**config.mk**
```make
export PLATFORM = sky130hd
export DESIGN_NAME = forwarding_unit
export DESIGN_NICKNAME = d
export VERILOG_FILES = /design/src/rtl/pipe_pkg.sv /design/src/rtl/fwd_sel_logic.sv /design/src/rtl/forwarding_unit.sv
export SDC_FILE = /design/constraint.sdc
export NUM_CORES = 1
export LEC_CHECK = 0
export CAP_MARGIN = 20
export CORE_ASPECT_RATIO = 0.6
export CORE_MARGIN = 10
export CORE_UTILIZATION = 35
export CTS_CLUSTER_SIZE = 14
export DETAILED_ROUTE_END_ITERATION = 16
export SYNTH_ARGS = -nofsm -noshare
export SYNTH_HDL_FRONTEND = slang
export SYNTH_SLANG_ARGS = --single-unit
```
**constraint.sdc**
```tcl
create_clock -name clk -period 2.45 [get_ports clk]
set_clock_uncertainty 0.1 [all_clocks]
set_input_delay 0.3675 -clock clk [delete_from_list [all_inputs] [get_ports clk]]
set_output_delay 0.3675 -clock clk [all_outputs]
set_load 0.03 [all_outputs]
```
**src/rtl/pipe_pkg.sv**
```systemverilog
// Shared pipeline definitions: register-address width and the ALU operand
// forwarding select encoding used by the EX-stage muxes.
package pipe_pkg;

    localparam int REG_AW = 4;

    typedef enum logic [1:0] {
        FWD_NONE = 2'b00,
        FWD_MEM  = 2'b01,
        FWD_EX   = 2'b10
    } fwd_sel_t;

endpackage : pipe_pkg

```
**src/rtl/fwd_sel_logic.sv**
```systemverilog
// Forwarding select for one ALU operand: picks the youngest in-flight
// producer of the source register, or the register file if there is none.
module fwd_sel_logic #(
    parameter int REG_AW     = pipe_pkg::REG_AW,
    parameter bit EXCLUDE_R0 = 1'b0
) (
    input  logic [REG_AW-1:0] src,
    input  logic [REG_AW-1:0] rdExMem,
    input  logic [REG_AW-1:0] rdMemWb,
    input  logic              regWriteExMem,
    input  logic              regWriteMemWb,
    output pipe_pkg::fwd_sel_t sel
);
    import pipe_pkg::*;

    logic exHit;
    logic memHit;

    // A hardwired-zero r0 must never be forwarded when EXCLUDE_R0 is set.
    assign exHit  = regWriteExMem && (rdExMem == src) && !(EXCLUDE_R0 && (rdExMem == '0));
    assign memHit = regWriteMemWb && (rdMemWb == src) && !(EXCLUDE_R0 && (rdMemWb == '0));

    // EX/MEM holds the more recent value, so it wins over MEM/WB.
    always_comb begin
        sel = FWD_NONE;
        if (exHit) begin
            sel = FWD_EX;
        end else if (memHit) begin
            sel = FWD_MEM;
        end
    end

endmodule : fwd_sel_logic

```
**src/rtl/forwarding_unit.sv**
```systemverilog
// EX-stage data-hazard forwarding unit: combinational operand selects plus
// saturating counters of forwards taken from each pipeline stage.
module forwarding_unit #(
    parameter int REG_AW     = pipe_pkg::REG_AW,
    parameter bit EXCLUDE_R0 = 1'b0,
    parameter int CNT_W      = 16
) (
    input  logic              clk,
    input  logic              rst_n,
    input  logic [REG_AW-1:0] r1_idex,
    input  logic [REG_AW-1:0] r2_idex,
    input  logic [REG_AW-1:0] rd_exmem,
    input  logic [REG_AW-1:0] rd_memwb,
    input  logic              reg_write_exmem,
    input  logic              reg_write_memwb,
    input  logic              cnt_clr,
    output logic [1:0]        forward_a,
    output logic [1:0]        forward_b,
    output logic [CNT_W-1:0]  fwd_ex_cnt,
    output logic [CNT_W-1:0]  fwd_mem_cnt
);
    import pipe_pkg::*;

    logic [REG_AW-1:0] srcReg [2];
    fwd_sel_t          sel    [2];
    logic [CNT_W-1:0]  cntOut [2];

    assign srcReg[0] = r1_idex;
    assign srcReg[1] = r2_idex;

    genvar gi;
    generate
        for (gi = 0; gi < 2; gi++) begin : g_operand
            fwd_sel_logic #(
                .REG_AW     (REG_AW),
                .EXCLUDE_R0 (EXCLUDE_R0)
            ) u_sel (
                .src           (srcReg[gi]),
                .rdExMem       (rd_exmem),
                .rdMemWb       (rd_memwb),
                .regWriteExMem (reg_write_exmem),
                .regWriteMemWb (reg_write_memwb),
                .sel           (sel[gi])
            );
        end

        // Counter 0 tracks EX/MEM forwards, counter 1 tracks MEM/WB forwards.
        for (gi = 0; gi < 2; gi++) begin : g_cnt
            localparam fwd_sel_t KIND = (gi == 0) ? FWD_EX : FWD_MEM;

            logic [1:0]       inc;
            logic [CNT_W:0]   sum;
            logic [CNT_W-1:0] cntReg;
            logic [CNT_W-1:0] cntNext;

            // One spare bit on the sum catches overflow from a +2 step.
            always_comb begin
                inc     = {1'b0, sel[0] == KIND} + {1'b0, sel[1] == KIND};
                sum     = {1'b0, cntReg} + {{(CNT_W-1){1'b0}}, inc};
                cntNext = sum[CNT_W] ? {CNT_W{1'b1}} : sum[CNT_W-1:0];
                if (cnt_clr) begin
                    cntNext = '0;
                end
            end

            always_ff @(posedge clk or negedge rst_n) begin
                if (!rst_n) begin
                    cntReg <= '0;
                end else begin
                    cntReg <= cntNext;
                end
            end

            assign cntOut[gi] = cntReg;
        end
    endgenerate

    assign forward_a   = sel[0];
    assign forward_b   = sel[1];
    assign fwd_ex_cnt  = cntOut[0];
    assign fwd_mem_cnt = cntOut[1];

endmodule : forwarding_unit

```
; ---- After elaboration in Yosys (flattened, before gate mapping)
; Index checks and enable logic that the tools add are counted.
[word_totals]
input_bits = 21
register_bits = 32
elab_cells = 26
[op_classes]
add_sub_neg = 4
mux = 8
n_eq_ne = 8
reduce_logical = 4
[ops]
columns = operator, n
row1 = 16-bit two-way mux, 4
row2 = 16-bit by 2-bit adder with 17-bit output, 2
row3 = 4-bit == test, 4
row4 = 1-bit by 1-bit adder with 2-bit output, 2
row5 = "2-bit by 1-bit == test with 1-bit output, second input constant", 2
row6 = "2-bit == test, second input constant", 2
row7 = 1-bit logical AND, 4
row8 = 2-bit two-way mux, 2
row9 = 1-bit two-way mux, 2

; ---- Depth between registers and ports, before layout
; Gate-level depths: netlist (run 1).
[depth]
depth_word = 9
ltp_mapped = 11
ltp_nobuf = 10

; ---- By module
; Synthesis (run 1) repeated with hierarchy kept, for this count alone.
[hier_totals]
cells_unflattened = 199
hier_area_um2 = 1924.3
[by_module_without_submodules]
columns = mod, cells_per_inst, instances, area_per_inst_um2
row1 = forwarding_unit, 165, 1, 1681.6
row2 = fwd_sel_logic, 17, 2, 121.4

; ---- Least setup slack after synthesis (run 1)
; Ideal clock, no wire load.
[synth_path]
kind = in2reg
from = input rd_memwb[2]
to = register g_cnt[1].cntReg[10], in the netlist fwd_mem_cnt[10]
slack_ns = -0.435
arrival_ns = 2.707
required_ns = 2.272
path_stages = 11
path_cell_list = xor2_1 -> nor3_1 -> nand3_1 -> nor2_1 -> fa_1 -> ha_1 -> nand4_1 -> nor2_1 -> nand3_1 -> buf_2 -> a21oi_1
[synth_via]
elab_chain_cells = 9
[synth_lines]
columns = item, line
row1 = start: declaration, forwarding_unit.sv:13  ; input logic [REG_AW-1:0] rd_memwb,
row2 = 4-bit == test, fwd_sel_logic.sv:21  ; assign memHit = regWriteMemWb && (rdMemWb == src) && !(EXCLUDE_R0 && (rdMemWb == '0));
row3 = 1-bit logical AND, fwd_sel_logic.sv:21
row4 = 1-bit two-way mux, fwd_sel_logic.sv:28  ; end else if (memHit) begin
row5 = 2-bit two-way mux, fwd_sel_logic.sv:26  ; if (exHit) begin
row6 = named net forward_a[0], forwarding_unit.sv:17  ; output logic [1:0] forward_a,
row7 = 2-bit by 1-bit == test with 1-bit output, forwarding_unit.sv:58  ; inc = {1'b0, sel[0] == KIND} + {1'b0, sel[1] == KIND};
row8 = 1-bit by 1-bit adder with 2-bit output, forwarding_unit.sv:58
row9 = 16-bit by 2-bit adder with 17-bit output, forwarding_unit.sv:59  ; sum = {1'b0, cntReg} + {{(CNT_W-1){1'b0}}, inc};
row10 = 16-bit two-way mux, forwarding_unit.sv:60  ; cntNext = sum[CNT_W] ? {CNT_W{1'b1}} : sum[CNT_W-1:0];
row11 = 16-bit two-way mux, forwarding_unit.sv:61  ; if (cnt_clr) begin
row12 = named net g_cnt[1].cntNext[10], forwarding_unit.sv:54  ; logic [CNT_W-1:0] cntNext;
row13 = end signal: assignment, forwarding_unit.sv:70  ; cntReg <= cntNext;
row14 = end: declaration, forwarding_unit.sv:53  ; logic [CNT_W-1:0] cntReg;
; The timed path passes the listed nets, and every way through them passes these cells.

; ---- Worst setup path after layout (run 1)
[layout_path]
from = input rd_exmem[3]
to = output forward_a[0]
[layout_via]
elab_chain_cells = 3
[layout_lines]
columns = item, line
row1 = start: declaration, forwarding_unit.sv:12  ; input logic [REG_AW-1:0] rd_exmem,
row2 = 4-bit == test, fwd_sel_logic.sv:20  ; assign exHit = regWriteExMem && (rdExMem == src) && !(EXCLUDE_R0 && (rdExMem == '0));
row3 = 1-bit logical AND, fwd_sel_logic.sv:20
row4 = 2-bit two-way mux, fwd_sel_logic.sv:26
row5 = end: declaration, forwarding_unit.sv:17
; No other way between the ends.

==> results.yml, run 1 <==
sta:
  period_needed_ps: 2380
  slew_viol_final: 0
  timing.slew.headroom: 0.712
  hold_violations: 0
  setup_viol: 0
  tightest_slew_ps: 432
  clock.fmax_mhz: 420
  final.period_utilization: 0.972
power_and_ir_drop:
  vdd_ir_drop_max_v: 0.000207
  p_seq_frac: 0.476
  p_sw_frac: 0.254
  p_comb_frac: 0.150
  power_mw: 1.12
  leakage_nw: 1.22
  p_per_area_mw_per_mm2: 364
  power_frac_clock: 0.374
  intPower_mw: 0.837
  switchingPower_mw: 0.284
clock_network:
  root_buffer: "clkbuf_8"
  insertion_delay_ps: 280
  path_clk_slew_ps: 70
  holdBufCountCts: 0
  clock_path_buffers: 2
  cts_buffers: 5
  cts_tree: "yes"
  cts.sinks: 32
  htreeDepth: 2
grt:
  track_usage: 0.132
  grt_pass1_wl_mm: 9.60
  grt_pass1_vias: 1881
  grt_overflow: 0
  grt_max_degree: 33
  antenna_found_initial: 0
routing:
  vias: 1842
  vias_per_cell: 5.16
  routed_wl_mm: 5.75
  route.met3.wl_um: 445
  drt_iter0_markers: 79
  highest_layer: "met4"
  first_pass_iters: 4
  routedWlPerCell_um: 16.1
  route.met2.wl_mm: 2.59
  drcViolationCount: 0
  ant_nets: 0
  drt-met1-wl_mm: 2.65
setup_path:
  cp_max_fo: 2
  rrSetupSlack_ps: 610
  start_kind: "input pin"
  reg2reg_from: "fwd_mem_cnt[0]"
  r2r_cells: 8
  worstPathArrival_ps: 1910
  critPathKind: "input pin to primary output"
  cp_data_required_time_ps: 1980
  cp-startpoint: "rd_exmem[3]"
  cp-end-kind: "primary output"
  r2r_end: "fwd_mem_cnt[8]"
cells_and_area:
  area_delta_synth_final_pct: 63.0
  layout-drive-gt1-share: 0.326
  nets: 315
  fin_area_mm2: 0.00308
  antenna_cells: 0
floorplanning:
  die_h_um: 77.0
  die_w_um: 115
  core_mm2: 0.00515
  rows: 20
  io_pins: 57
  die_area_mm2: 0.00884
  initial_core_util: 0.367
place:
  port_buffers: 56
  post_dp_cell_area_mm2: 0.00273
  hpwl_mm: 4.04
  gp_congestion: 0.824
yosys:
  synthDominantCellAreaShare: 0.423
  async_flop_share: 1.00
  yosysSeqAreaShare: 0.423
  ys.flop_type: "dfrtp_1"
  synth_cell_types: 33
  synth.most_common_cell: "dfrtp_1"
  netlist_area_mm2: 0.00189
  yosys_warnings: 0
  synth_top_area_cell: "dfrtp_1"
  synthTopCellsByCount: "dfrtp_1, a21oi_1, xnor2_1"
  syn-num-nets: 225
  syn_area_per_cell_um2: 9.46
  synth_edf_count: 0
  postSynthCellCount: 200
  ys_ff_latch: 32
  synthTopCellsByArea: "dfrtp_1, xnor2_1, a21oi_1, xor2_1, nor4_1"
status:
  status: "complete, no violations"
hold_path:
  hold_class: "input pin to asynchronous set/reset pin"
job:
  maxCapViolCount: 0
-- cell type report --
class	instances	area, µm²
Clock buffer	8	90.1
Fill cell	440	2070
Inverter	12	45.0
Multi-Input combinational cell	149	1290
Sequential cell	32	801
Tap cell	66	82.6
Timing Repair Buffer	90	777
-- worst max path at each step --
stage                      end
6_report          forward_a[0]
3_5_place_dp    fwd_mem_cnt[0]
4_1_cts         fwd_mem_cnt[8]
5_1_grt         fwd_mem_cnt[9]
3_3_place_gp     fwd_ex_cnt[8]
2_1_floorplan  fwd_mem_cnt[10]
-- registers in the layout, indices dropped and copies added (netlist names) --
signal,cells
fwd_ex_cnt,16
fwd_mem_cnt,16
-- layer usage --
| metal | vias up | GRT usage |
|---|---|---|
| li1 | 888 | - |
| met5 | - | 0 |
| met2 | 67 | 0.191 |
| met3 | 4 | 0.0404 |
| met1 | 883 | 0.182 |
| met4 | 0 | 0.0419 |
-- layout by cell type, fill, tap and decap left out, drive strengths merged --
cell / Yosys / final
or3: 2 / 2
dlygate4sd2: 0 / 2
a31oi: 4 / 4
a31o: 2 / 2
or2: 2 / 2
buf: 4 / 43
nand4: 9 / 9
inv: 12 / 12
o21a: 1 / 1
a21oi: 26 / 26
clkdlybuf4s15: 0 / 2
nor3: 8 / 8
a41o: 1 / 1
a311oi: 1 / 1
and3: 1 / 1
and4b: 1 / 1
nor2: 12 / 12
a211oi: 2 / 2
o21ai: 3 / 3
nor4: 10 / 10
nand2: 11 / 11
nand3: 12 / 12
dfrtp: 32 / 32
clkbuf: 3 / 16
and4: 1 / 1
clkdlybuf4s50: 0 / 35
fa: 2 / 2
ha: 2 / 2
xor2: 11 / 11
xnor2: 22 / 22
mux2i: 3 / 3
-- worst max-delay path, stage by stage --
cell and delay (ps):
buf_4 130, buf_6 120, xor2_4 160, nor4_4 360
nor2_4 70, buf_4 140, buf_4 120, buf_4 120
clkdlybuf4s15_1 330
-- kinds of logic after synthesis --
group | count (synthesis) | synth area share
AOI/OAI and AO/OA | 40 | 0.121
DFF | 32 | 0.423
adders and majority gates | 4 | 0.0344
muxes | 3 | 0.0159
buffers and inverters | 19 | 0.0463
and+or+nand+nor | 69 | 0.206
xor gates and xnor gates | 33 | 0.153
-- power by group through the flow --
stage,Combinational [mW],Clock (mW),Sequential [mW]
floorplan,0.0532,0,0.548
global placement,0.145,0,0.543
detailed placement,0.147,0,0.543
CTS,0.161,0.431,0.533
global route,0.182,0.460,0.533
finish,0.168,0.419,0.533
-- metrics by stage --
stage                     TNS [ps]  std cells  hold WS (ps)  utilization  setup WS (ps)
after global routing          -237        357           419        0.598          -62.4
after global placement      -17340        338           500        0.530           -595
after detailed placement    -18600        338           503        0.530           -649
after floorplan               -365        200         -28.1            -          -36.5
final                            0        357           386        0.598           67.7
after CTS                    -6.77        353           401        0.591          -6.77
-- what timing repair did --
item,CTS,global route
resized for setup,72,23
endpoints found under the setup margin,33,32
buffers inserted,8,4
hold endpoints to repair,0,0
pin swaps,20,17
Power figures use the tool's default switching activity.
==> run 2, diff against run 1 <==
CORE_UTILIZATION = 45   (was 35)
PLACE_DENSITY = 0.77   (was unset)
==> run 2 against run 1 <==
Effect of this change: global-route usage is 2.5 points higher; die area decreased by 18%; flip-flop and latch count unchanged; via count rose by 0.54%; maximum frequency hardly changed; hold slack worse by 12 ps; non-clock buffer count is 7 lower; power grew 6.6%; sequential power barely moved; worst setup slack gained 2.3 ps; register-to-register slack worse by 40 ps; design area fell by 0.97%; critical path type is now input pin to register; largest power group unchanged; highest routed layer unchanged.
==> results.yml, run 2 (synthesized netlist as in run 1, its figures left out) <==
status:
  status: "complete, no violations"
clock_network:
  clock_path_buffers: 2
  path_clk_slew_ps: 70
  htreeDepth: 2
  cts.sinks: 32
  root_buffer: "clkbuf_8"
  cts_tree: "yes"
  cts_buffers: 5
  holdBufCountCts: 0
  insertion_delay_ps: 290
floorplanning:
  die_w_um: 104
  core_mm2: 0.00408
  initial_core_util: 0.464
  io_pins: 57
  rows: 18
  die_h_um: 70.2
  die_area_mm2: 0.00728
setup_path:
  crit_top_cell: "buf_4"
  critPathKind: "input pin to register"
  cp_max_fo: 5
  start_kind: "input pin"
  crit_end: "fwd_ex_cnt[10]"
  crit_chain: "clkbuf_2 > xor2_4 > nor4_4 > buf_4 > fa_2 > ha_4 > nand4_4 > buf_4 > nor3_1 > xnor2_1 > a21oi_2"
  r2r_cells: 7
  rrSetupSlack_ps: 570
  cp_data_required_time_ps: 2520
  cp-end-kind: "register"
  worstPathArrival_ps: 2450
  reg2reg_from: "fwd_mem_cnt[0]"
  crit_path_max_incr_delay_ps: 320
  cp-startpoint: "r2_idex[0]"
  cp_slowest_cell: "nor4_4"
  r2r_end: "fwd_mem_cnt[10]"
routing:
  drt_iter0_markers: 108
  routed_wl_mm: 5.69
  drcViolationCount: 0
  vias: 1852
  first_pass_iters: 5
  ant_nets: 0
  vias_per_cell: 5.37
  routedWlPerCell_um: 16.5
sta:
  fin_ws_ps: 70.0
  clock.fmax_mhz: 420
  period_needed_ps: 2380
  timing.slew.headroom: 0.650
  final.period_utilization: 0.971
  slew_viol_final: 0
  setup_viol: 0
  finalSetupTns_ps: 0
  fin_hold_ws_ps: 373
  tightest_slew_ps: 524
  hold_violations: 0
grt:
  grt_overflow: 0
  grt_pass1_wl_mm: 9.47
  track_usage: 0.157
  antenna_found_initial: 0
  grt_pass1_vias: 1823
  grt_max_degree: 33
place:
  hpwl_mm: 3.93
  port_buffers: 56
  dpl.cell_count: 329
  preCtsSetupSlack_ps: -630
  post_dp_cell_area_mm2: 0.00270
  gp_congestion: 0.861
cells_and_area:
  final_cell_mix: "clkdlybuf4s50_1, dfrtp_1, buf_4"
  area_delta_synth_final_pct: 61.4
  nets: 309
  layout.cells.non_filler: 345
  layout-drive-gt1-share: 0.354
  final_common_cell: "clkdlybuf4s50_1"
  fin_area_mm2: 0.00305
  antenna_cells: 0
hold_path:
  hold_class: "input pin to asynchronous set/reset pin"
power_and_ir_drop:
  leakage_nw: 1.20
  p_per_area_mw_per_mm2: 391
  vdd_ir_drop_max_v: 0.000451
job:
  maxCapViolCount: 0
-- run 2: changes by cell type in the layout (fill, tap and decap cells not counted), moves of 2 or more --
cell,change
a21oi_1,-9
a21oi_2,+9
buf_6,-6
clkdlybuf4s15_1,-2
xor2_2,+2
-- run 2: layout make-up --
class	instances	area, µm²
Fill cell	277	1020
Clock inverter	2	35.0
Clock buffer	6	72.6
Timing Repair Buffer	83	696
Inverter	12	45.0
Sequential cell	32	801
Tap cell	60	75.1
Multi-Input combinational cell	150	1330
-- run 2: how the worst min path moves through the flow --
| stage | startpoint | to | slack [ps] | depth (start not counted) |
|---|---|---|---|---|
| 6_report | rst_n | fwd_ex_cnt[13] | 370 | 2 |
| 5_1_grt | rst_n | fwd_ex_cnt[9] | 400 | 2 |
| 4_1_cts | rst_n | fwd_ex_cnt[0] | 380 | 2 |
| 3_5_place_dp | fwd_ex_cnt[6] | fwd_ex_cnt[6] | 520 | 2 |
| 3_3_place_gp | fwd_mem_cnt[14] | fwd_mem_cnt[14] | 520 | 2 |
| 2_1_floorplan | rst_n | fwd_ex_cnt[0] | -30 | 0 |
-- run 2: worst max-delay path: cells and delay by family --
family | cells | cell delay (ps)
xor+xnor | 2 | 400
simple gates | 3 | 720
buf+inv | 3 | 470
compound gates | 1 | 80
fa+ha+maj | 2 | 400
-- run 2: where the power goes --
part | leakage [nW] | switching, mW | internal, mW | total (mW)
Combinational | 0.698 | 0.0898 | 0.0642 | 0.154
Clock | 0.0552 | 0.206 | 0.302 | 0.508
Sequential | 0.447 | 0.00269 | 0.531 | 0.533
Total | 1.20 | 0.299 | 0.896 | 1.20
-- run 2: repair_timing --
| item | CTS | global route |
|---|---|---|
| setup endpoints to repair | 32 | 32 |
| buffers inserted | 5 | 3 |
| cloned | 1 | 0 |
| gates resized for setup | 65 | 30 |
| pin swaps | 25 | 25 |
-- run 2: per-layer routing --
| metal | share of wire | vias to the layer above | GRT usage |
|---|---|---|---|
| met4 | 0.013 | 0 | 0.0538 |
| met3 | 0.073 | 7 | 0.0485 |
| met5 | 0 | - | 0 |
| met2 | 0.41 | 69 | 0.209 |
| met1 | 0.50 | 891 | 0.228 |
| li1 | - | 885 | - |
-- run 2: per-stage QoR --
stage	power, mW	utilization
finish	1.20	0.749
global route	1.24	0.749
CTS	1.19	0.737
detailed placement	0.676	0.663
global placement	0.675	0.663
floorplan	0.602	-
==> run 3, diff against run 2 <==
CORE_UTILIZATION = 47   (was 45)
PLACE_DENSITY = 0.8   (was 0.77)
==> run 3 against run 2 <==
Effect of this change: worst setup slack got worse by 47 ps; clock power decreased by 1%; power increased by 1.5%; cell count decreased by 2.6%; critical path type unchanged; largest cell class unchanged.
==> results.yml, run 3 (synthesized netlist as in run 1, its figures left out) <==
floorplanning:
  rows: 17
  die_w_um: 102
  initial_core_util: 0.502
  io_pins: 57
  core_mm2: 0.00376
  die_h_um: 69.1
  die_area_mm2: 0.00705
sta:
  fin_hold_ws_ps: 374
  fin_ws_ps: 23.1
  final.period_utilization: 0.991
  clock.fmax_mhz: 412
  tightest_slew_ps: 406
  period_needed_ps: 2430
  slew_viol_final: 0
  finalSetupTns_ps: 0
  timing.slew.headroom: 0.729
  setup_viol: 0
  hold_violations: 0
cells_and_area:
  nFillCells: 209
  nets: 313
  layout-drive-gt1-share: 0.356
  multi_input_area_mm2: 0.00132
  fin_area_mm2: 0.00310
  area_delta_synth_final_pct: 64.0
  antenna_cells: 0
  layout.cells.non_filler: 336
  final_cell_mix: "clkdlybuf4s50_1, buf_4, dfrtp_1"
  final_common_cell: "clkdlybuf4s50_1"
  final_core_util: 0.824
  seq_area_um2: 801
clock_network:
  htreeDepth: 2
  cts_tree: "yes"
  cts_buffers: 5
  path_clk_slew_ps: 70
  clock_path_buffers: 2
  cts.sinks: 32
  root_buffer: "clkbuf_8"
  insertion_delay_ps: 290
  holdBufCountCts: 0
grt:
  antenna_found_initial: 0
  grt_pass1_vias: 1836
  track_usage: 0.170
  grt_overflow: 0
  grt_pass1_wl_mm: 9.77
  grt_max_degree: 33
setup_path:
  r2r_cells: 6
  cp-end-kind: "register"
  start_kind: "input pin"
  critPathKind: "input pin to register"
  r2r_end: "fwd_mem_cnt[9]"
  cp_data_required_time_ps: 2560
  reg2reg_from: "fwd_mem_cnt[0]"
  rrSetupSlack_ps: 520
  worstPathArrival_ps: 2540
  cp_max_fo: 4
routing:
  drcViolationCount: 0
  ant_nets: 0
  routedWlPerCell_um: 18.7
  vias_per_cell: 5.86
  routed_wl_mm: 6.30
  vias: 1968
  first_pass_iters: 4
  drt_iter0_markers: 230
power_and_ir_drop:
  intPower_mw: 0.909
  power_mw: 1.21
  p_sw_frac: 0.250
  p_comb_frac: 0.146
  leakage_nw: 1.23
  p_seq_frac: 0.440
  p_per_area_mw_per_mm2: 391
  switchingPower_mw: 0.304
  power_frac_clock: 0.415
  vdd_ir_drop_max_v: 0.000440
place:
  port_buffers: 56
  post_dp_cell_area_mm2: 0.00264
  dpl.cell_count: 312
  gp_congestion: 0.919
  hpwl_mm: 4.10
  preCtsSetupSlack_ps: -758
job:
  maxCapViolCount: 0
hold_path:
  hold_class: "input pin to asynchronous set/reset pin"
status:
  status: "complete, no violations"
[run 3: cell types whose count changed in the layout (fill, tap and decap cells not counted), sizes merged]
| cell | delta |
|---|---|
| clkdlybuf4s50 | -1 |
| nand3 | -1 |
| dlygate4sd2 | -2 |
| dlymetal6s2s | +1 |
| clkdlybuf4s15 | +2 |
| clkinvlp | +1 |
| buf | +5 |
| clkbuf | -1 |
[run 3: metal layers]
metal  global-route usage  up-vias  wire, µm
met1                0.245      956      2830
met4               0.0370        0        72
li1                     -      884         -
met3               0.0575        8       609
met5                    0        -         0
met2                0.238      120      2780
[run 3: worst max-delay path by stage]
| stage | end | slack, ps | from |
|---|---|---|---|
| floorplan | fwd_mem_cnt[10] | -40 | rd_memwb[2] |
| global placement | fwd_mem_cnt[11] | -630 | r2_idex[2] |
| detailed placement | fwd_mem_cnt[0] | -760 | rd_exmem[2] |
| CTS | fwd_mem_cnt[11] | 0.04 | r2_idex[2] |
| global route | fwd_mem_cnt[11] | -110 | rd_memwb[0] |
| finish | fwd_mem_cnt[9] | 20 | rd_memwb[0] |
[run 3: worst max-delay path, stage by stage]
cell             delay (ps)
clkdlybuf4s15_1         270
xnor2_2                 190
nand2_2                 110
nor3_4                  230
fa_2                    280
buf_6                   110
nand4_1                 220
or3_1                   450
xor2_1                  160
a21oi_1                 150
[run 3: power by group through the flow]
stage	logic, mW	clock network (mW)	registers (mW)
2_1_floorplan	0.0532	0	0.548
3_3_place_gp	0.135	0	0.543
3_5_place_dp	0.138	0	0.543
4_1_cts	0.154	0.509	0.533
5_1_grt	0.187	0.536	0.533
6_report	0.176	0.503	0.533
[run 3: final cells by class]
| cell class | instances | share of cell area |
|---|---|---|
| Clock inverter | 3 | 0.0137 |
| Clock buffer | 5 | 0.0222 |
| Tap cell | 47 | 0.0190 |
| Multi-Input combinational cell | 149 | 0.426 |
| Sequential cell | 32 | 0.258 |
| Inverter | 12 | 0.0145 |
| Timing Repair Buffer | 88 | 0.246 |
[run 3: timing repair]
item | 4_1_cts | 5_1_grt
gates resized for setup | 57 | 58
setup buffers | 11 | 5
setup endpoints to repair | 32 | 32
pin swaps | 24 | 25
==> patch (config.mk and constraints of run 2) <==
Change the parameter `CNT_W` from 16 to 18.
--- a/src/rtl/forwarding_unit.sv
+++ b/src/rtl/forwarding_unit.sv
@@ -3,7 +3,7 @@
 module forwarding_unit #(
     parameter int REG_AW     = pipe_pkg::REG_AW,
     parameter bit EXCLUDE_R0 = 1'b0,
-    parameter int CNT_W      = 16
+    parameter int CNT_W      = 18
 ) (
     input  logic              clk,
     input  logic              rst_n,
Interface: changed (resized fwd_ex_cnt and fwd_mem_cnt); port bits go from 57 to 61. No check against the original RTL was run, so the function may have changed too.
==> patch against run 2 <==
- via count up 8.6%
- sequential cell count grew 4
- sequential power is 12% higher
- final area increased by 12%
- largest cell class unchanged
- worst setup slack better by 0.11 ns
- synthesized cell count increased by 8.5%
- hold slack better by 0.011 ns
- highest routed layer unchanged
- combinational power increased by 14%
- area after synthesis rose by 12%
- utilization shrank 0.22 points
- routed wire length increased by 14%
- sequential share of layout area rose by 0.20 points
- total power is 8.1% higher
==> patch: results (changes against run 2) <==
result of the run finished, final reports clean (unchanged); all-layer global routing usage 16.3% (was 15.7%); critical path endpoint fwd_ex_cnt[12] (was fwd_ex_cnt[10]); cell types occupying the most area after synthesis dfrtp_1 43%, xnor2_1 13%, a21oi_1 7.3% (was dfrtp_1 42%, xnor2_1 10%, a21oi_1 6.9%); peak supply drop 0.299 mV (was 0.451 mV); Sequential Area 901 sq um (was 801 sq um); FF-to-FF Start fwd_ex_cnt[0] (was fwd_mem_cnt[0]); initial detailed-routing violation count 94 (was 108); met1 track demand over resource in global routing 22.3% (was 22.8%); fraction of met3 tracks used by global routing 4.85% (about the same); capture point of the worst reg-to-reg path fwd_ex_cnt[1] (was fwd_mem_cnt[10]); clock sink count 36 (was 32); number of library cell types mapped by synthesis 32 (was 33); final-stage net count 342 (was 309); clock-cell share of area 3.16% (was 3.52%); fill count 328 (was 277); final estimated routing congestion in global placement 0.816 (was 0.861); LEAKAGE 0.00140 uW (was 0.00120 uW); fraction of final layout cells sized beyond drive strength 1 34.3% (was 35.4%); Seq/Total Area, Yosys 42.5% (was 42.3%); post-synthesis compound-gate area fraction 10.9% (was 12.1%); number of ordinary and repair buffers in the finished layout 101 (was 83); sum of net half-perimeters after detailed placement 4370 um (was 3930 um); input/output buffers 60 (was 56); origin of the worst setup path r1_idex[1] (was r2_idex[0]); Worst R2R Path Depth 8 (was 7); final routed wirelength across all metal layers 6500 um (was 5690 um); area share of buffers outside the clock network 25.5% (was 22.8%); number of iterations in the first detailed-routing pass 4 (was 5); inverter count 8 (was 12); shortest clock period the worst path allows after layout 2.27 ns (was 2.38 ns)
==> patch: cell types whose count changed after synthesis, moves of 4 or more <==
| cell | delta |
|---|---|
| a21oi_1 | +5 |
| xnor2_1 | +9 |
| dfrtp_1 | +4 |
| inv_1 | -4 |
==> patch: through the flow <==
stage               setup TNS [ns]  hold WS (ns)  area (sq um)
finish                           0         0.385          3410
global route               -0.0101         0.422          3410
CTS                              0         0.410          3250
detailed placement          -18.60         0.518          2970
global placement            -16.71         0.497          2970
floorplan                   -0.697       -0.0281          2160
==> patch: power breakdown <==
part	total (uW)	leakage, uW	switching (uW)	internal [uW]
clock network	518	0.0000552	216	302
logic	176	0.000844	94.8	80.9
registers	599	0.000503	2.73	596
==> patch: repair_timing <==
| item | 4_1_cts | 5_1_grt |
|---|---|---|
| hold buffers | 0 | 0 |
| buffers inserted | 10 | 7 |
| resized for setup | 49 | 51 |
| setup endpoints to repair | 36 | 36 |
| pin swaps | 21 | 31 |
